==> src/rtl/veririsc_pkg.sv <==
// Purpose : shared VeriRISC constants for the controller, ALU and test bench.
// Latency : n/a (types, constants and a pure decode helper only).
// Backpr. : n/a.
// Contents: opcode_t (HLT..JMP), phase_t (INST_ADDR..STORE), ctrl_t output bundle,
//           is_aluop() helper.
package veririsc_pkg;

    localparam int OPCODE_W   = 3;
    localparam int PHASE_W    = 3;
    localparam int NUM_PHASES = 8;

    typedef enum logic [OPCODE_W-1:0] {
        HLT = 3'd0,
        SKZ = 3'd1,
        ADD = 3'd2,
        AND = 3'd3,
        XOR = 3'd4,
        LDA = 3'd5,
        STO = 3'd6,
        JMP = 3'd7
    } opcode_t;

    typedef enum logic [PHASE_W-1:0] {
        INST_ADDR  = 3'd0,
        INST_FETCH = 3'd1,
        INST_LOAD  = 3'd2,
        IDLE       = 3'd3,
        OP_ADDR    = 3'd4,
        OP_FETCH   = 3'd5,
        ALU_OP     = 3'd6,
        STORE      = 3'd7
    } phase_t;

    // Non-halt control strobes, grouped so the halted override is a single mux.
    typedef struct packed {
        logic sel;
        logic rd;
        logic wr;
        logic ld_ir;
        logic ld_ac;
        logic ld_pc;
        logic inc_pc;
        logic data_e;
    } ctrl_t;

    // Opcodes that read an operand from memory and load the accumulator.
    function automatic logic is_aluop(input opcode_t op);
        return (op == ADD) || (op == AND) || (op == XOR) || (op == LDA);
    endfunction

endpackage

==> src/rtl/veririsc_phase_counter.sv <==
// Purpose : 3-bit wrapping instruction-phase counter with hold.
// Latency : phase updates one clock after the edge; hold freezes it in place.
// Backpr. : none; hold is the only stall source.
// Ports   : clk, rst_n (async active-low clear to 0), hold, phase[2:0].
module veririsc_phase_counter
    import veririsc_pkg::*;
(
    input  logic               clk,
    input  logic               rst_n,
    input  logic               hold,
    output logic [PHASE_W-1:0] phase
);

    logic [PHASE_W-1:0] phase_q;
    logic [PHASE_W-1:0] phase_d;

    // Natural 3-bit overflow gives the 7 -> 0 wrap.
    always_comb begin
        phase_d = phase_q;
        if (!hold) begin
            phase_d = phase_q + 3'd1;
        end
    end

    always_ff @(posedge clk or negedge rst_n) begin
        if (!rst_n) begin
            phase_q <= '0;
        end else begin
            phase_q <= phase_d;
        end
    end

    assign phase = phase_q;

endmodule

==> src/rtl/veririsc_controller.sv <==
// Purpose : VeriRISC sequencing controller; decodes phase + opcode into datapath strobes.
// Latency : strobes are combinational from phase/opcode (zero added latency); halt is registered.
// Backpr. : none; once HLT is decoded the phase freezes until rst_n is asserted.
// Ports   : clk, rst_n, opcode[2:0], zero -> sel, rd, wr, ld_ir, ld_ac, ld_pc, inc_pc, data_e, halt.
module veririsc_controller
    import veririsc_pkg::*;
(
    input  logic                clk,
    input  logic                rst_n,
    input  logic [OPCODE_W-1:0] opcode,
    input  logic                zero,
    output logic                sel,
    output logic                rd,
    output logic                wr,
    output logic                ld_ir,
    output logic                ld_ac,
    output logic                ld_pc,
    output logic                inc_pc,
    output logic                data_e,
    output logic                halt
);

    opcode_t            op;
    phase_t             phase;
    logic [PHASE_W-1:0] phase_raw;
    logic               alu_op;
    logic               halted_q;
    logic               halted_d;
    ctrl_t              dec;
    ctrl_t              ctrl;

    assign op     = opcode_t'(opcode);
    assign phase  = phase_t'(phase_raw);
    assign alu_op = is_aluop(op);

    // Holding on halted_q (not on the HLT decode) lets the counter take its
    // normal OP_ADDR -> OP_FETCH step on the halting edge, then freeze there.
    veririsc_phase_counter u_phase_counter (
        .clk   (clk),
        .rst_n (rst_n),
        .hold  (halted_q),
        .phase (phase_raw)
    );

    // Phase/opcode decode. Only the current-cycle opcode is used, so a
    // changing opcode never perturbs the phase sequence.
    always_comb begin
        dec = '0;
        case (phase)
            INST_ADDR: begin
                dec.sel = 1'b1;
            end
            INST_FETCH: begin
                dec.sel = 1'b1;
                dec.rd  = 1'b1;
            end
            INST_LOAD, IDLE: begin
                dec.sel   = 1'b1;
                dec.rd    = 1'b1;
                dec.ld_ir = 1'b1;
            end
            OP_ADDR: begin
                dec.inc_pc = 1'b1;
            end
            OP_FETCH: begin
                dec.rd = alu_op;
            end
            ALU_OP: begin
                dec.rd     = alu_op;
                dec.inc_pc = (op == SKZ) && zero;
                dec.ld_pc  = (op == JMP);
                dec.data_e = (op == STO);
            end
            STORE: begin
                // rd is ALU-only and wr is STO-only, so they never overlap;
                // wr always coincides with data_e.
                dec.rd     = alu_op;
                dec.ld_ac  = alu_op;
                dec.ld_pc  = (op == JMP);
                dec.wr     = (op == STO);
                dec.data_e = (op == STO);
            end
            default: begin
                dec = '0;
            end
        endcase
    end

    // While halted every strobe except halt is forced low.
    always_comb begin
        ctrl = dec;
        if (halted_q) begin
            ctrl = '0;
        end
    end

    // Halted state: entered on the edge that ends an OP_ADDR cycle holding HLT,
    // left only through reset.
    always_comb begin
        halted_d = halted_q;
        if ((phase == OP_ADDR) && (op == HLT)) begin
            halted_d = 1'b1;
        end
    end

    always_ff @(posedge clk or negedge rst_n) begin
        if (!rst_n) begin
            halted_q <= 1'b0;
        end else begin
            halted_q <= halted_d;
        end
    end

    assign sel    = ctrl.sel;
    assign rd     = ctrl.rd;
    assign wr     = ctrl.wr;
    assign ld_ir  = ctrl.ld_ir;
    assign ld_ac  = ctrl.ld_ac;
    assign ld_pc  = ctrl.ld_pc;
    assign inc_pc = ctrl.inc_pc;
    assign data_e = ctrl.data_e;
    assign halt   = halted_q;

endmodule

==> config.mk <==
export PLATFORM = sky130hd
export DESIGN_NAME = veririsc_controller
export DESIGN_NICKNAME = d
export VERILOG_FILES = /design/src/rtl/veririsc_pkg.sv /design/src/rtl/veririsc_phase_counter.sv /design/src/rtl/veririsc_controller.sv
export SDC_FILE = /design/constraint.sdc
export NUM_CORES = 1
export LEC_CHECK = 0
export BUFFER_PORTS_ARGS = -buffer_cell sky130_fd_sc_hd__buf_2
export CAP_MARGIN = 30
export CELL_PAD_IN_SITES_DETAIL_PLACEMENT = 2
export CELL_PAD_IN_SITES_GLOBAL_PLACEMENT = 2
export CORE_AREA = 2 2 39 41
export CTS_CLUSTER_SIZE = 10
export DETAILED_ROUTE_END_ITERATION = 16
export DIE_AREA = 0 0 41 43
export GPL_ROUTABILITY_DRIVEN = 0
export PLACE_DENSITY_LB_ADDON = 0.1
export SYNTH_ARGS = -nofsm -noshare
export SYNTH_HDL_FRONTEND = slang
export SYNTH_HIERARCHICAL = 1
export SYNTH_SLANG_ARGS = --single-unit
==> constraint.sdc <==
create_clock -name clk -period 3.5 [get_ports clk]
set_input_delay 0.175 -clock clk [delete_from_list [all_inputs] [get_ports clk]]
set_output_delay 0.175 -clock clk [all_outputs]
set_load 0.01 [all_outputs]
==> Yosys cells after proc, flatten, opt, wreduce, memory -nomap -nowiden <==
Index checks and enable logic that the tools add are counted.
{ "totals": {"elab_cells": 38, "input_bits": 6, "regBits": 4} }
{ "classes": {"mux": 9, "eq_ne": 14, "reduce_logical": 12, "add_sub_neg": 1} }
{ "ops": {"columns": ["operator", "count"], "rows": [
  ["3-bit == test (second input constant)", 8],
  ["3-bit by 2-bit == test with 1-bit output (second input constant)", 4],
  ["8-bit two-way mux", 1],
  ["3-bit by 1-bit == test with 1-bit output (second input constant)", 2],
  ["3-bit logical NOT", 2],
  ["1-bit two-way mux", 6],
  ["3-bit OR reduction", 2],
  ["1-bit case mux with 2 select lines", 2],
  ["2-bit OR reduction", 2],
  ["4-bit OR reduction", 1],
  ["3-bit by 1-bit adder with 3-bit output (second input constant)", 1],
  ["1-bit logical OR", 3],
  ["1-bit logical AND", 2]
]} }

==> Logic depth before layout (Yosys ltp) <==
{ "depth": {"depth_word": 6, "depth_mapped": 3, "ltp_nobuf": 3} }

==> By module <==
The synthesis kept the hierarchy.
{ "by_module_without_submodules": {"columns": ["module", "cells_each", "area_per_inst_um2", "seq_area_each_um2", "instances"], "rows": [
  ["veririsc_controller", 19, 145.1, 25.0, 1],
  ["veririsc_phase_counter", 8, 133.9, 75.1, 1]
]} }

==> Worst setup path after synthesis <==
No wires, ideal clock.
{ "synth_timing": {"path_type": "register to output", "from": "register halted_q, in the netlist halt", "to": "output port wr", "arrival_ns": 1.213, "path_stages_with_launch": 3, "slack_ns": 2.112, "cell_sequence": "dfrtp_1 > nand3b_1 > nor4b_1"} }
{ "synth_via": {"elab_chain_cells": 1} }
{ "synth_lines": {"columns": ["element", "line_no", "rtl"], "rows": [
  ["start, declared", "veririsc_controller.sv:27", "logic halted_q;"],
  ["start signal, assigned", "veririsc_controller.sv:110", "halted_q <= halted_d;"],
  ["8-bit two-way mux", "veririsc_controller.sv:92", "if (halted_q) begin"],
  ["end, declared", "veririsc_controller.sv:14", "output logic wr,"]
]} }
No other way between the ends.

==> Worst setup path after layout <==
Same ends and word-level chain as after synthesis.

==> flow_metrics.tcl <==
set metrics [dict create \
    status "finished, final reports clean" \
    seqCellArea_um2 100 \
    worst_slack_ns 1.88 \
    critPathLaunchType "register" \
    r2r-start "u_phase_counter/phase[1]" \
    areaGrowthSynthToFinish_pct 43.9 \
    cts.sink_count 4 \
    met3_usage_pct 2.09 \
    grtUsageMet1_pct 14.9 \
    synth_top_area_share_pct 35.9 \
    skew_ns 0.00602 \
    clk_pin_slew_ns 0.04 \
    ys_types 18 \
    power_density_mw_per_mm2 283 \
    num_antenna_cells 0 \
    core_area_mm2 0.00138 \
    hp-start "opcode[2]" \
    min_to "halt" \
    hold_depth 3 \
    die_h_um 43 \
    grt_setup_unrepaired "false" \
    num_io_pins 15 \
    nFillCells 161 \
    max_cap_violations 0 \
    routed_wl_um 796 \
    critPathKind "reg -> out" \
    drive_gt1_share_pct 46.7 \
    final.min_clock_period_ns 1.62 \
    cts-root-buf "clkbuf_4" \
    die_area_mm2 0.00176 \
    htreeDepth 1 \
    syn-num-nets 34 \
    antenna_found_initial 0 \
    synth_seq_cells 4 \
    final_design_area_no_fill_um2 402 \
    yosysWarningCount 6 \
    cts_tree "yes" \
    die_x_um 41 \
    grtUsageTotal_pct 12.5 \
    critPathRequiredTime_ns 3.32 \
    post_cts_buffers 0 \
    clock.fmax_mhz 617 \
    gr-usage-met2_pct 17.5 \
    syn_area_um2 279 \
    final_net_count 54 \
    report.final.slew_viol_count 0 \
    dr.pass1.iters 3 \
    grt_start_max_net_pins 10 \
    r2r_setup_slack_ns 2.20 \
    post-route-util_pct 29.0 \
    startpoint "halt" \
    postSynthCellCount 27 \
    worst_pin_slew_ns 0.343 \
    max_slew_margin_pct 76.6 \
    pre_cts_slack_ns 2.11 \
    synth_top_cell_by_area "dfrtp_1" \
    avgViaCountPerCell 4.46 \
    path_max_fanout 9 \
    final-hold-violation-count 0 \
    drc 0 \
    dpl.hpwl_um 631 \
    fin_tns_setup_ns 0 \
    portBuffers 14 \
    place_area_um2 369 \
    multiInputGateArea_um2 168 \
    clk_path_buf_depth 2 \
    period_share_pct 46.3 \
    cp-end-kind "primary output" \
    ant_nets 0 \
    setup_violations 0 \
    seq_area_frac_synth_pct 35.9 \
    layout_common_cells "buf_2, dfrtp_1, xnor2_1, inv_1, clkbuf_4" \
    ys_top_cells_by_area "dfrtp_1, xnor2_1, mux2_4" \
    grt_first_pass_wirelength_um 1390 \
    grt_overflow 0 \
    r2r_cells 2 \
    final_common_cell "buf_2" \
    peakVddDrop_mv 0.0836 \
    total_power_uw 114 \
    drt_iter0_drc 2 \
    via_count 272 \
    row_count 14 \
    hold_path.class "in -> reg" \
    grt.busiest_layer "met2" \
    reg2reg_to "halt" \
    cts-resized-gates 0 \
    cts_buffers 3 \
    leakagePower_nw 0.206 \
    grt_pass1_vias 288 \
    cp.arrival_ns 1.44 \
    clock_latency_ns 0.24 \
    start_util_pct 20.2 \
    synth.avg_cell_area_um2 10.3 \
    post_drt_wl_per_cell_um 13.0 \
    cts_hold_buf 1 \
]
layout make-up:
class                           instances  area share [%]
Sequential cell                         4            24.9
Timing Repair Buffer                   15            19.9
Inverter                                3            2.80
Clock buffer                            3            5.61
Multi-Input combinational cell         20            41.7
Tap cell                               16            4.98
worst max path at each step:
stage	endpoint	slack, ns
2_1_floorplan	wr	2.11
3_3_place_gp	wr	2.16
3_5_place_dp	wr	2.11
4_1_cts	wr	1.85
5_1_grt	wr	1.74
6_report	wr	1.88
critical path, stage by stage, from the launching register on:
cell      delay (ns)
dfrtp_1         0.48
nand3b_1        0.27
nor4b_1         0.29
buf_2           0.18
flip-flops by register name (all words and copies together), names as in the netlist:
| signal | flops |
|---|---|
| u_phase_counter/phase | 3 |
| halt | 1 |
cell families after synthesis:
family	share of synthesized area, %
and+or+nand+nor	30.5
muxes	5.38
AOI/OAI and AO/OA	10.3
buffers and inverters	4.04
xor gates and xnor gates	9.42
DFF	35.9
adders and majority gates	4.48
metrics by stage:
step                instances  hold slack (ns)
finish                     61            0.275
global route               61            0.289
CTS                        61            0.273
detailed placement         57          -0.0146
global placement           57          -0.0219
floorplan                  27           -0.121
synth_stat cells, drive strengths merged:
cell / number
dfrtp: 4
inv: 3
xnor2: 3
nor2: 2
nor3: 2
a2111oi: 1
a211oi: 1
and2: 1
ha: 1
mux2: 1
nand2: 1
nand2b: 1
nand3b: 1
nand4bb: 1
nor3b: 1
nor4b: 1
o31ai: 1
or4: 1
power breakdown:
| part | leakage [nW] | total, mW | internal, mW | switching, mW |
|---|---|---|---|---|
| combinational | 0.141 | 0.00922 | 0.00442 | 0.00480 |
| clock | 0.0138 | 0.0581 | 0.0384 | 0.0197 |
| sequential | 0.0507 | 0.0465 | 0.0465 | 0 |
| total | 0.206 | 0.114 | 0.0893 | 0.0244 |
routing by layer:
| metal | up-vias | wire (um) |
|---|---|---|
| met5 | - | 0 |
| met4 | 0 | 0 |
| met3 | 0 | 52 |
| met2 | 13 | 391 |
| met1 | 124 | 352 |
| li1 | 135 | - |
No activity file was read; power rests on OpenSTA's default activity.
